<file path="src/rtl/eblade_stream_pkg.sv">
// Shared stream-scheduler definitions: FSM state encoding and default geometry.
package eblade_stream_pkg;

    localparam int unsigned N_CH_DEFAULT   = 4;
    localparam int unsigned DATA_W_DEFAULT = 8;

    typedef enum logic {
        ST_ARB = 1'b0,
        ST_PKT = 1'b1
    } sched_state_e;

endpackage : eblade_stream_pkg

</file>
<file path="src/rtl/rr_arbiter.sv">
// Combinational round-robin search: first requester strictly after last_grant, wrapping.
module rr_arbiter
    import eblade_stream_pkg::*;
#(
    parameter  int unsigned N_CH = N_CH_DEFAULT,
    localparam int unsigned CH_W = $clog2(N_CH)
) (
    input  logic [N_CH-1:0] req,
    input  logic [CH_W-1:0] last_grant,
    output logic [CH_W-1:0] next_idx_c,
    output logic            any_req_c
);

    // One extra bit holds last_grant + 1 + i (at most 2*N_CH-1) before the wrap.
    localparam int unsigned IW = CH_W + 1;

    logic [IW-1:0] cand;
    logic          found;

    always_comb begin
        next_idx_c = last_grant;
        found      = 1'b0;
        cand       = '0;
        for (int unsigned i = 0; i < N_CH; i++) begin
            cand = IW'(last_grant) + IW'(i) + IW'(1);
            if (cand >= IW'(N_CH)) begin
                cand = cand - IW'(N_CH);
            end
            if (!found && req[cand[CH_W-1:0]]) begin
                found      = 1'b1;
                next_idx_c = cand[CH_W-1:0];
            end
        end
    end

    assign any_req_c = |req;

endmodule : rr_arbiter

</file>
<file path="src/rtl/rr_pkt_scheduler.sv">
// Packet-granular round-robin stream scheduler: locks a channel for a whole packet,
// forwards its beats through a single output register, then re-arbitrates.
module rr_pkt_scheduler
    import eblade_stream_pkg::*;
#(
    parameter  int unsigned N_CH   = N_CH_DEFAULT,
    parameter  int unsigned DATA_W = DATA_W_DEFAULT,
    localparam int unsigned CH_W   = $clog2(N_CH)
) (
    input  logic                   clk,
    input  logic                   rst,
    input  logic [N_CH*DATA_W-1:0] tdata_i,
    input  logic [N_CH-1:0]        tvalid_i,
    input  logic [N_CH-1:0]        tlast_i,
    output logic [N_CH-1:0]        tready_i,
    output logic [DATA_W-1:0]      tdata_o,
    output logic                   tvalid_o,
    output logic                   tlast_o,
    input  logic                   tready_o,
    output logic [CH_W-1:0]        grant_o,
    output logic                   busy_o
);

    sched_state_e      state_q;
    sched_state_e      state_d;
    logic [CH_W-1:0]   grant_d;
    logic [DATA_W-1:0] data_d;
    logic              vld_d;
    logic              last_d;
    logic              accept;
    logic              out_free;
    logic [CH_W-1:0]   next_idx_c;
    logic              any_req_c;
    logic [DATA_W-1:0] ch_data [N_CH];

    for (genvar g = 0; g < N_CH; g++) begin : g_ch
        assign ch_data[g] = tdata_i[g*DATA_W +: DATA_W];
    end

    rr_arbiter #(
        .N_CH (N_CH)
    ) u_arb (
        .req        (tvalid_i),
        .last_grant (grant_o),
        .next_idx_c (next_idx_c),
        .any_req_c  (any_req_c)
    );

    // Output register can take a beat when empty or being drained this cycle.
    assign out_free = ~tvalid_o | tready_o;

    // Next-state, ready demux and output-register update.
    always_comb begin
        state_d  = state_q;
        grant_d  = grant_o;
        data_d   = tdata_o;
        vld_d    = tvalid_o;
        last_d   = tlast_o;
        tready_i = '0;
        accept   = 1'b0;

        case (state_q)
            ST_ARB: begin
                if (any_req_c) begin
                    grant_d = next_idx_c;
                    state_d = ST_PKT;
                end
            end
            ST_PKT: begin
                tready_i[grant_o] = out_free;
                accept            = tvalid_i[grant_o] & out_free;
                if (accept && tlast_i[grant_o]) begin
                    state_d = ST_ARB;
                end
            end
            default: begin
                state_d = ST_ARB;
            end
        endcase

        // The final beat of a packet still drains while the FSM sits in ARB.
        if (accept) begin
            vld_d  = 1'b1;
            data_d = ch_data[grant_o];
            last_d = tlast_i[grant_o];
        end else if (tready_o) begin
            vld_d = 1'b0;
        end
    end

    // Reset parks the grant on the last channel so channel 0 wins first.
    always_ff @(posedge clk or negedge rst) begin
        if (!rst) begin
            state_q  <= ST_ARB;
            grant_o  <= CH_W'(N_CH - 1);
            tdata_o  <= '0;
            tvalid_o <= 1'b0;
            tlast_o  <= 1'b0;
            busy_o   <= 1'b0;
        end else begin
            state_q  <= state_d;
            grant_o  <= grant_d;
            tdata_o  <= data_d;
            tvalid_o <= vld_d;
            tlast_o  <= last_d;
            busy_o   <= (state_d == ST_PKT);
        end
    end

endmodule : rr_pkt_scheduler

</file>
<file path="config.mk">
export PLATFORM = sky130hd
export DESIGN_NAME = rr_pkt_scheduler
export DESIGN_NICKNAME = d
export VERILOG_FILES = /design/src/rtl/eblade_stream_pkg.sv /design/src/rtl/rr_arbiter.sv /design/src/rtl/rr_pkt_scheduler.sv
export SDC_FILE = /design/constraint.sdc
export NUM_CORES = 1
export LEC_CHECK = 0
export CAP_MARGIN = 10
export CORE_UTILIZATION = 37
export DETAILED_ROUTE_END_ITERATION = 16
export PLACE_DENSITY = 0.85
export SYNTH_ARGS = -nofsm -noshare
export SYNTH_HDL_FRONTEND = slang
export SYNTH_SLANG_ARGS = --single-unit
</file>
<file path="constraint.sdc">
create_clock -name clk -period 2.7 [get_ports clk]
set_input_delay 0.54 -clock clk [delete_from_list [all_inputs] [get_ports clk]]
set_output_delay 0.54 -clock clk [all_outputs]
set_load 0.05 [all_outputs]
</file>
; ---- Word level (Yosys, flattened, before mapping)
; Index checks and enable logic that the tools add are counted.
[totals]
out_inout_bits = 17
reg_bits = 13
inputBits = 43
wordCells = 79
[classes]
n_reduce_logical = 12
add_sub_neg = 10
bitwise_logic = 6
muxes = 35
n_lt_le_gt_ge = 11
[op_table]
columns = cell, n
row1 = 8-bit binary-select mux with 2-bit select, 1
row2 = 2-bit 2-to-1 mux, 8
row3 = 8-bit 2-to-1 mux, 2
row4 = "3-bit greater-or-equal comparator, second input constant", 5
row5 = "2-bit by 3-bit < comparator with 1-bit output, second input constant", 5
row6 = 1-bit 2-to-1 mux, 15
row7 = 1-bit binary-select mux with 2-bit select, 6
row8 = "3-bit by 1-bit adder with 3-bit output, second input constant", 3
row9 = "2-bit by 1-bit subtractor with 2-bit output, second input constant", 4
row10 = "2-bit by 2-bit adder with 3-bit output, second input constant", 2
row11 = 1-bit logical AND, 5
row12 = 4-bit bitwise AND, 1
row13 = 4-bit 2-to-1 mux, 1
row14 = 4-bit nonzero test, 1
row15 = 4-bit OR reduction, 1
row16 = "2-bit by 1-bit adder with 3-bit output, second input constant", 1
row17 = 1-bit logical NOT, 3
row18 = 2-bit NOT with 3-bit output, 1
row19 = 3-bit AND reduction, 1
row20 = 1-bit demux with 2-bit select, 1
row21 = "2-bit by 1-bit greater-or-equal comparator with 1-bit output, second input constant", 1
row22 = 1-bit NOT, 2
row23 = 1-bit one-hot mux with 2 select lines, 1
row24 = 2-bit nonzero test, 1
row25 = 2 further kinds, 2

; ---- Depth between registers and ports, before layout
[depth]
depth_word = 16
ltp_mapped = 9
mapped_depth_nobuf = 6

; ---- Hierarchy
; Synthesis repeated with hierarchy kept, for this count alone.
[unflattened]
cells_unflattened = 65
hier_area_um2 = 867.1
[by_module_without_submodules]
columns = module, instances, cells_per_inst, area_per_inst_um2, seq_area_each_um2
row1 = rr_pkt_scheduler, 1, 51, 784.5, 327.8
row2 = rr_arbiter, 1, 14, 82.6, 0.0

; ---- Worst setup path before layout
; Ideal clock, no wire load.
[synth_path]
kind = flip-flop to flip-flop
start = register grant_o[0]
end = register grant_o[0]
stages_incl_launch_ff = 10
slack_ns = 0.375
arrival_time_ns = 2.243
required_ns = 2.618
setup_time_ns = 0.082
period_less_slack_ns = 2.325
path_buffers = 3
cell_sequence = dfstp_2 -> buf_6 -> buf_6 -> inv_1 -> ha_1 -> clkbuf_1 -> nor2b_1 -> a221oi_1 -> o211ai_1 -> xnor2_1
[synth_via]
elab_chain_cells = 16
word_cells_on_any_way = 41
cone_classes = add/sub (10) / order compare (4) / mux (19) / reduce/logical (8)
[synth_lines]
columns = item, line
row1 = from (decl), rr_pkt_scheduler.sv:20  ; output logic [CH_W-1:0] grant_o,
row2 = from (signal assigned), rr_pkt_scheduler.sv:95  ; grant_o <= CH_W'(N_CH - 1);
row3 = from (signal assigned), rr_pkt_scheduler.sv:102  ; grant_o <= grant_d;
row4 = branches (longest 16 deep; another with 2-bit by 1-bit adder with 3-bit output), --
; Several ways; the timed one is not identified. The select of a mux whose other input is x is not followed.
; A chain may end at the register's enable or synchronous reset.

; ---- Worst setup path after layout
[layout_path]
start = register grant_o[1]
end = output grant_o[1]
; No word-level cell between the ends.

==> impl_metrics.yaml <==
die:
  fp.coreArea_um2: 2545
  rows: 18
  floorplan.initialDensity_pct: 40.02
  die-height_um: 54.47
  num_io_pins: 60
  die_w_um: 54.47
  die-area_um2: 2966
worst_setup_path:
  crit_path_end_kind: "output pin"
  arrival_ps: 1900
  cpPeakStageDelay_ps: 880
  cp_top_family: "buffers and inverters"
  crit_slowest_cell: "clkdlybuf4s50_1"
  worstPathMaxFanout: 15
  crit_type: "reg2out"
  r2r_slack_ps: 450
  crit_buf_inv: 1
  crit_chain: "clkdlybuf4s50_1"
  crit_required_ps: 2160
  crit_path_start_kind: "register"
synthesis:
  synth_top_family_by_area: "multiplexers"
  synth_top_area_share_pct: 27.03
  ys.flop_type: "dfrtp_1"
  ys_ff_latch: 13
  syn_inst: 81
  synthMuxAreaShare_pct: 35.38
  synth-edff-count: 0
  synth-simple-area-share_pct: 8.968
  yosysSeqAreaShare_pct: 32.19
  synth_compound_area_share_pct: 10.20
  syn_nets: 128
  ys.warnings.count: 0
  synthArstFlopShare_pct: 100.0
  synth_area_leaders: "dfrtp_1 (27%), mux4_2 (20%), mux2_4 (10%)"
  synthAdderAreaFrac_pct: 4.914
  synth-xor-area-share_pct: 0.8600
  avgSynthCellArea_um2: 12.57
  yosys.area.top_type: "dfrtp_1"
  synth.distinct_cells: 32
  synth_area_um2: 1018
sta:
  slew_viol_final: 0
  period_share_pct: 90.53
  worst_pin_slew_ps: 562.7
  relSlewSlack_pct: 62.37
  fin_tns_setup_ps: 0
  fmax_ghz: 0.4091
  rsz0062_at_grt: "false"
  finalClockSkew_ps: 1.373
  layout_setup_ws_ps: 255.7
  fin_crit_ps: 2444
  finalSetupViolCount: 0
  final-hold-violation-count: 0
placed_design:
  dp_hpwl_mm: 2.260
  gp_congestion: 0.6999
  io_buffers: 59
  pre_cts_ws_ps: 339.1
clocking:
  cts_tree: "done"
  cts_hold_buf: 0
  cts_setup_buffers: 0
  clkLatencyLatePin_ps: 270
  htree_levels: 1
  clockRootBuffer: "clkbuf_4"
  clock-sinks: 13
  cts_buffers: 3
  clkTransAtPathRegs_ps: 70
  clk_path_buf_depth: 2
  cts_resized: 0
job:
  max_cap_violations: 0
power:
  switchingPower_uw: 1009
  combPwrFrac_pct: 73.3
  power.density_nw_per_um2: 1265
  seqPwrFrac_pct: 21.2
  leakagePower_uw: 0.0007032
  vdd_drop_max_uv: 919.2
  p_int_uw: 1109
  p_clk_share_pct: 5.5
  swShare_pct: 47.64
hold_path:
  hp-class: "reg2reg"
cells_and_area:
  nFillCells: 192
  drive_above_1_share_pct: 22.14
  diodes: 0
  area_delta_synth_final_pct: 64.37
  fin_nets: 188
global_routing:
  grt_max_degree: 16
  track_usage_pct: 20.94
  antenna_found_initial: 0
  gr-total-overflow: 0
  grt_pass1_wl_mm: 4.195
  grt_pass1_vias: 895
drt:
  wirelength_mm: 2.739
  drc: 0
  via_per_inst: 5.382
  drt-initial-drc-count: 34
  avgRoutedWirePerCell_um: 16.11
  detail-route-antenna-nets: 0
  vias: 915
  drt-pass1-iter-count: 5
run_status:
  status: "finished clean"
## registers in the layout, summed over array words and instances (netlist names)
name	flops
tdata_o	8
tlast_o	1
state_q	1
grant_o	2
tvalid_o	1
## power groups by stage
stage	logic, µW	clock network (µW)	registers (µW)
6_report	1550	116	450
5_1_grt	1640	135	472
4_1_cts	1560	120	452
3_5_place_dp	1560	0	455
3_3_place_gp	1520	0	448
2_1_floorplan	790	0	739
## worst paths after layout
| path | startpoint | end | depth (start not counted) |
|---|---|---|---|
| max | grant_o[1] | grant_o[1] | 1 |
| min | tdata_o[6] | tdata_o[6] | 1 |
| max reg2reg | grant_o[1] | grant_o[0] | 6 |
| min reg2reg | tdata_o[6] | tdata_o[6] | 1 |
| max in group asynchronous | rst | grant_o[0] | 1 |
| min in group asynchronous | rst | tdata_o[7] | 1 |
## layer usage
metal / share of wire (%) / track usage, %
met4: 1.9 / 7.265
met2: 49 / 33.54
met1: 41 / 27.08
met5: 0 / 0
met3: 8.1 / 5.556
## cell type report
cell class | instances | area (µm²) | area share [%]
timing repair buffer | 61 | 645.6 | 38.56
inverter | 6 | 22.52 | 1.345
multi-input combinational | 56 | 614.3 | 36.70
clock buffer | 4 | 26.28 | 1.570
tap | 30 | 37.54 | 2.242
sequential | 13 | 327.8 | 19.58
## cells in the mapped netlist, types with 2 or more instances
cell type  count
mux4_2         9
and3_1         4
mux2i_1        3
dfstp_2        2
mux2_4         7
a21oi_1        3
ha_1           4
inv_1          6
nor2_1         4
buf_6          4
dfrtp_1       11
nand2_1        2
mux2_2         2
nand2b_1       2
## kinds of logic (layout without fill, tap and decap cells)
family / count (synthesis) / count (layout)
multiplexers: 21 / 21
AND/OR/NAND/NOR: 16 / 16
AO/OA/AOI/OAI: 14 / 14
flip-flops: 13 / 13
buffers and inverters: 12 / 71
adder cells (fa/ha/maj): 4 / 4
XOR/XNOR: 1 / 1
## per-stage QoR
stage                     total power [µW]  utilization (%)  instance area [µm²]  cells  hold WS, ps
final                                 2117            65.78                 1674    170        519.2
after CTS                             2131            65.78                 1674    170        515.7
after floorplan                       1529                -                 1018     81        244.4
after global placement                1970            64.75                 1648    166        491.8
after detailed placement              2011            64.75                 1648    166        494.3
after global routing                  2249            65.78                 1674    170        536.8
## layout by cell type, fill, tap and decap left out, types with 2 or more instances in the layout
cell	count
inv_1	6
buf_12	4
clkdlybuf4s50_1	55
mux2_2	2
a21oi_1	3
dfrtp_1	11
nor2_1	4
clkbuf_4	3
buf_4	2
mux4_2	9
nand2_1	2
nand2b_1	2
dfstp_2	2
ha_1	4
and3_1	4
mux2i_1	3
mux2_4	7
Power figures use the tool's default switching activity.
